[src/rtl/mccpu.sv]
// Multi-cycle MIPS-subset CPU with one shared memory port.
// Five-state FSM: FETCH, DECODE, EXEC, MEM, WB.
module mccpu #(
  parameter logic [31:0] RESET_PC = 32'h0000_0000,
  parameter int          NUM_REGS = 32
) (
  input  logic        clk,
  input  logic        rst,
  output logic        mem_req,
  output logic        mem_we,
  output logic [31:0] mem_addr,
  output logic [31:0] mem_wdata,
  input  logic [31:0] mem_rdata,
  input  logic        mem_ready,
  output logic [31:0] PC,
  output logic        retire,
  output logic        illegal,
  input  logic [4:0]  reg_sel,
  output logic [31:0] reg_data
);

  localparam int AW = $clog2(NUM_REGS);

  typedef enum logic [2:0] {
    FETCH, DECODE, EXEC, MEM, WB
  } state_t;

  state_t state, state_n;

  logic [31:0] pc, ir, a, b;
  logic [31:0] alu_out, mdr, alu_res;
  logic [31:0] regs [NUM_REGS];

  logic [5:0]    op, fn;
  logic [AW-1:0] rs, rt, rd, wb_idx;
  logic [4:0]    shamt;
  logic [31:0]   imm_s, imm_z, br_off, wb_data;

  assign op    = ir[31:26];
  assign fn    = ir[5:0];
  assign rs    = ir[21 +: AW];
  assign rt    = ir[16 +: AW];
  assign rd    = ir[11 +: AW];
  assign shamt = ir[10:6];
  assign imm_s = {{16{ir[15]}}, ir[15:0]};
  assign imm_z = {16'h0, ir[15:0]};
  assign br_off = {imm_s[29:0], 2'b00};

  logic is_r, r_addu, r_subu, r_and, r_or;
  logic r_slt, r_sll, r_srl, r_ok;
  logic is_addi, is_addiu, is_ori, is_lui;
  logic is_lw, is_sw, is_beq, is_j, legal;

  assign is_r     = (op == 6'h00);
  assign r_addu   = is_r && (fn == 6'h21);
  assign r_subu   = is_r && (fn == 6'h23);
  assign r_and    = is_r && (fn == 6'h24);
  assign r_or     = is_r && (fn == 6'h25);
  assign r_slt    = is_r && (fn == 6'h2A);
  assign r_sll    = is_r && (fn == 6'h00);
  assign r_srl    = is_r && (fn == 6'h02);
  assign r_ok     = r_addu | r_subu | r_and | r_or
                  | r_slt | r_sll | r_srl;
  assign is_addi  = (op == 6'h08);
  assign is_addiu = (op == 6'h09);
  assign is_ori   = (op == 6'h0D);
  assign is_lui   = (op == 6'h0F);
  assign is_lw    = (op == 6'h23);
  assign is_sw    = (op == 6'h2B);
  assign is_beq   = (op == 6'h04);
  assign is_j     = (op == 6'h02);
  assign legal    = r_ok | is_addi | is_addiu | is_ori
                  | is_lui | is_lw | is_sw | is_beq | is_j;

  always_comb begin
    alu_res = '0;
    unique case (1'b1)
      r_addu:  alu_res = a + b;
      r_subu:  alu_res = a - b;
      r_and:   alu_res = a & b;
      r_or:    alu_res = a | b;
      r_slt:   alu_res = {31'h0, $signed(a) < $signed(b)};
      r_sll:   alu_res = b << shamt;
      r_srl:   alu_res = b >> shamt;
      is_addi, is_addiu, is_lw, is_sw:
               alu_res = a + imm_s;
      is_ori:  alu_res = a | imm_z;
      is_lui:  alu_res = {ir[15:0], 16'h0};
      default: alu_res = '0;
    endcase
  end

  assign wb_idx    = is_r ? rd : rt;
  assign wb_data   = is_lw ? mdr : alu_out;
  assign mem_wdata = b;
  assign PC        = pc;
  assign reg_data  = (int'(reg_sel) < NUM_REGS)
                   ? regs[reg_sel[AW-1:0]] : '0;

  always_ff @(posedge clk) begin
    if (rst) state <= FETCH;
    else     state <= state_n;
  end

  always_comb begin
    state_n  = state;
    mem_req  = 1'b0;
    mem_we   = 1'b0;
    mem_addr = pc;
    retire   = 1'b0;
    illegal  = 1'b0;
    unique case (state)
      FETCH: begin
        mem_req = 1'b1;
        if (mem_ready) state_n = DECODE;
      end
      DECODE: begin
        if (is_j || !legal) begin
          retire  = 1'b1;
          illegal = !legal;
          state_n = FETCH;
        end else begin
          state_n = EXEC;
        end
      end
      EXEC: begin
        if (is_beq) begin
          retire  = 1'b1;
          state_n = FETCH;
        end else if (is_lw || is_sw) begin
          state_n = MEM;
        end else begin
          state_n = WB;
        end
      end
      MEM: begin
        mem_req  = 1'b1;
        mem_we   = is_sw;
        mem_addr = alu_out;
        if (mem_ready) begin
          retire  = is_sw;
          state_n = is_sw ? FETCH : WB;
        end
      end
      WB: begin
        retire  = 1'b1;
        state_n = FETCH;
      end
      default: state_n = FETCH;
    endcase
    // Reset abandons any in-flight access immediately
    if (rst) begin
      mem_req = 1'b0;
      mem_we  = 1'b0;
      retire  = 1'b0;
      illegal = 1'b0;
    end
  end

  always_ff @(posedge clk) begin
    if (rst) begin
      pc      <= RESET_PC;
      ir      <= '0;
      a       <= '0;
      b       <= '0;
      alu_out <= '0;
      mdr     <= '0;
    end else begin
      case (state)
        FETCH: begin
          if (mem_ready) begin
            ir <= mem_rdata;
            pc <= pc + 32'd4;
          end
        end
        DECODE: begin
          a <= regs[rs];
          b <= regs[rt];
          if (is_j) pc <= {pc[31:28], ir[25:0], 2'b00};
        end
        EXEC: begin
          alu_out <= alu_res;
          if (is_beq && a == b) pc <= pc + br_off;
        end
        MEM: begin
          if (mem_ready && is_lw) mdr <= mem_rdata;
        end
        default: ;
      endcase
    end
  end

  always_ff @(posedge clk) begin
    if (rst) begin
      for (int i = 0; i < NUM_REGS; i++) regs[i] <= '0;
    end else if (state == WB && wb_idx != '0) begin
      regs[wb_idx] <= wb_data;
    end
  end

endmodule
[config.mk]
export PLATFORM = sky130hd
export DESIGN_NAME = mccpu
export DESIGN_NICKNAME = d
export VERILOG_FILES = /design/src/rtl/mccpu.sv
export SDC_FILE = /design/constraint.sdc
export NUM_CORES = 2
export LEC_CHECK = 0
export CELL_PAD_IN_SITES_DETAIL_PLACEMENT = 1
export CELL_PAD_IN_SITES_GLOBAL_PLACEMENT = 2
export CORE_MARGIN = 2
export CORE_UTILIZATION = 45
export DETAILED_ROUTE_END_ITERATION = 8
export PLACE_DENSITY = 0.87
export RECOVER_POWER = 25
export SLEW_MARGIN = 30
export SYNTH_ARGS = -nofsm -noshare
export SYNTH_HDL_FRONTEND = slang
export SYNTH_SLANG_ARGS = --single-unit
[constraint.sdc]
create_clock -name clk -period 4.9 [get_ports clk]
set_input_delay 0.735 -clock clk [delete_from_list [all_inputs] [get_ports clk]]
set_output_delay 0.735 -clock clk [all_outputs]
set_load 0.05 [all_outputs]
==> run summary <==
drt drc -> 0
final worst-path cycle share -> 1.016
core area -> 171700 um2
Worst Path Arrival -> 5.39 ns
HP Class -> input port to flip-flop
Tot Pwr -> 28.92 mW
I/O pin cnt -> 172
Non-Filler Instances -> 8610
type of the worst setup path -> flip-flop to flip-flop
Peak VDD IR -> 0.0004119 V
dpl ws -> 0.3211 ns
WL final -> 349900 um
clk_lat worst skew -> 0.83 ns
Fill cells -> 17051
CTS H-tree lvls -> 4
Slowest cell on crit path -> dfxtp_1
Pre-antenna DRT Iters -> 8
IO Port Bufs -> 169
top cell type's share of synthesized area -> 0.3950
Gate Count Post-Synth -> 6107
Reg2Reg Depth -> 7
die area -> 176300 um2
setup ws final -> -0.07668 ns
layout cell share with drive strength beyond 1 -> 0.2735
Startpoint Class -> flip-flop
unrepaired setup endpoints after global routing -> no
slowest stage delay, CP -> 1.92 ns
CTS Buf Count -> 139
die width -> 419.9 um
Post-DP Area -> 84100 um2
CTS root buf -> clkbuf_16
layout net count -> 6378
Ys Warns -> 0
synth unique cells -> 87
total gr overflow -> 0
post-placement cell count -> 8344
Post-synth EDFFs -> 1024
Post-Synthesis Cell Area -> 77850 um2
Syn-to-layout area delta -> 13.35%
sequential area share after synthesis -> 0.4446
Max Fanout on Critical Path -> 53
leakage -> 28.94 nW
first-pass GRT wire length -> 488000 um
status -> finished with violations
Post-Syn Area per Cell -> 12.75 um2
Hold Path Depth -> 2
CP startpoint -> ir[17]
clk buf depth -> 3
gr usage total -> 0.3959
Post-synth top cells -> nor2_1 (1256), edfxtp_1 (1024), mux4_2 (1002)
Final Cell Area -> 88240 um2
max-cap violation count -> 8
normalized max-slew margin -> -1.039
Final setup viols -> 51
crit end category -> flip-flop
Main synth FF type -> edfxtp_1
Final Critical Period -> 4.977 ns
initial antenna violation count -> 26
Min-Delay Startpoint -> rst
r2r startpoint -> ir[17]
Final Hold Fails -> 0
Pwr Density -> 327.8 nW/um2
1st-iter DRT viols -> 10040
post-synth top area cell -> edfxtp_1
Initial Util -> 0.4533
flop2flop setup slack -> -0.08 ns
Worst EP required -> 5.32 ns
Avg WL per Cell -> 40.63 um
Fin Clk Skew -> 0.04327 ns
routed vias -> 62699
failing checks -> max-capacitance violations, max-slew violations, negative setup slack
slew of the pin with the lowest slew margin -> 3.058 ns
CTS tree -> built
DP HPWL -> 226400 um
sequence of cells on the critical path -> buf_12 -> mux2i_1 -> nor3_1 -> clkbuf_1 -> nand2_1 -> nand2b_2 -> clkbuf_2
flops & latches, synth -> 1217
Num Clock Sinks -> 1217
clock slew seen by the registers of the worst setup and hold paths -> 0.06 ns
Final Util -> 0.5138
Area contributors post-synth -> edfxtp_1 (40%), mux4_2 (29%), nor2_1 (6.1%)
Max Freq -> 200.9 MHz
largest net degree at the start of global routing -> 147
WHS Endpoint -> PC[12]
routability cong. -> 1.031
top-count cell post-synth -> nor2_1
final slew viol count -> 274
vias in the first global route -> 64239
vias per cell -> 7.282
Die Ht -> 419.9 um
Post-DRT Antenna Nets -> 0
post-synthesis async set-or-reset flop share -> 0
Core Rows -> 152
FF-to-FF End -> regs[27][1]
through the flow:
stage          TNS [ns]  hold slack, ns
3_3_place_gp          0          0.4557
2_1_floorplan         0          0.4360
4_1_cts               0          0.3892
3_5_place_dp          0          0.4623
6_report         -1.866          0.4097
5_1_grt               0          0.4273
sequential cells by signal (all words and copies together), names as in the netlist:
register	flops
PC	30
alu_out	32
regs	1024
mdr	32
a	32
ir	32
mem_wdata	32
state	3
worst max-delay path by stage:
stage | end | slack, ns
3_3_place_gp | alu_out[30] | 0.35
5_1_grt | retire | 0.006
3_5_place_dp | alu_out[30] | 0.32
4_1_cts | retire | 0.17
2_1_floorplan | alu_out[30] | 0.91
6_report | regs[27][1] | -0.08
critical path: cells and delay by family (launching register included):
family                 cells  cell delay (ns)
flip-flops                 1             1.92
AND/OR/NAND/NOR            3             0.63
buffers and inverters      3             1.80
multiplexers               1             0.17
report_power, final:
group	internal (mW)	switching, mW
clock network	5.71	4.70
registers	11.6	0.551
logic	2.48	3.88
total	19.8	9.13
metal layers:
layer,GRT usage,vias to the layer above,routed length (um)
li1,-,23730,-
met1,0.4605,31738,111000
met2,0.5951,5542,155100
met3,0.1384,1655,49110
met4,0.3170,34,34090
met5,0.001389,-,528
cell families (layout without fill, tap and decap cells):
kind of cell,after synthesis,after routing,share of synthesized area
fa+ha+maj,162,162,0.02633
compound gates,752,752,0.06233
mux,1224,1224,0.3192
buf+inv,727,880,0.03657
flops,1217,1217,0.4446
other cells,1,41,0.00004817
xor+xnor,74,74,0.008326
simple gates,1950,1950,0.1025
cell usage in the layout, fill, tap and decap left out, types with 25 or more instances in the layout:
master | Yosys | final
nor2_1 | 1256 | 1256
edfxtp_1 | 1024 | 1024
mux4_2 | 1002 | 1002
nand2_1 | 417 | 395
buf_4 | 5 | 238
a21oi_1 | 218 | 218
dfxtp_1 | 193 | 179
o21ai_0 | 158 | 159
ha_1 | 159 | 159
clkbuf_16 | 0 | 140
mux2i_1 | 173 | 135
inv_1 | 119 | 119
a211oi_1 | 101 | 101
clkdlybuf4s50_1 | 0 | 86
nor3_1 | 66 | 67
dlygate4sd3_1 | 0 | 62
buf_12 | 0 | 57
xnor2_1 | 50 | 50
mux2_2 | 49 | 48
clkbuf_1 | 453 | 39
nand3_1 | 38 | 38
conb_1 | 1 | 34
a21o_1 | 33 | 33
clkinv_1 | 0 | 32
nand2b_2 | 0 | 29
o211ai_1 | 29 | 29
o22ai_1 | 25 | 25
what timing repair did:
action,CTS,global route
hold buffers,0,0
endpoints found under the setup margin,0,2
setup buffers,0,0
gates resized for setup,0,2
hold endpoints to repair,0,0
layout make-up:
cell class	count	area [um2]	share of cell area
Multi-Input combinational cell	4196	40990	0.4645
Clock inverter	86	694.4	0.007870
Antenna cell	7	17.52	0.0001985
Timing Repair Buffer	501	4852	0.05499
Inverter	121	454.2	0.005147
Clock buffer	172	3684	0.04174
Tap cell	2310	2890	0.03275
Sequential cell	1217	34660	0.3928
Note: power is estimated with default switching activity, not from simulation.
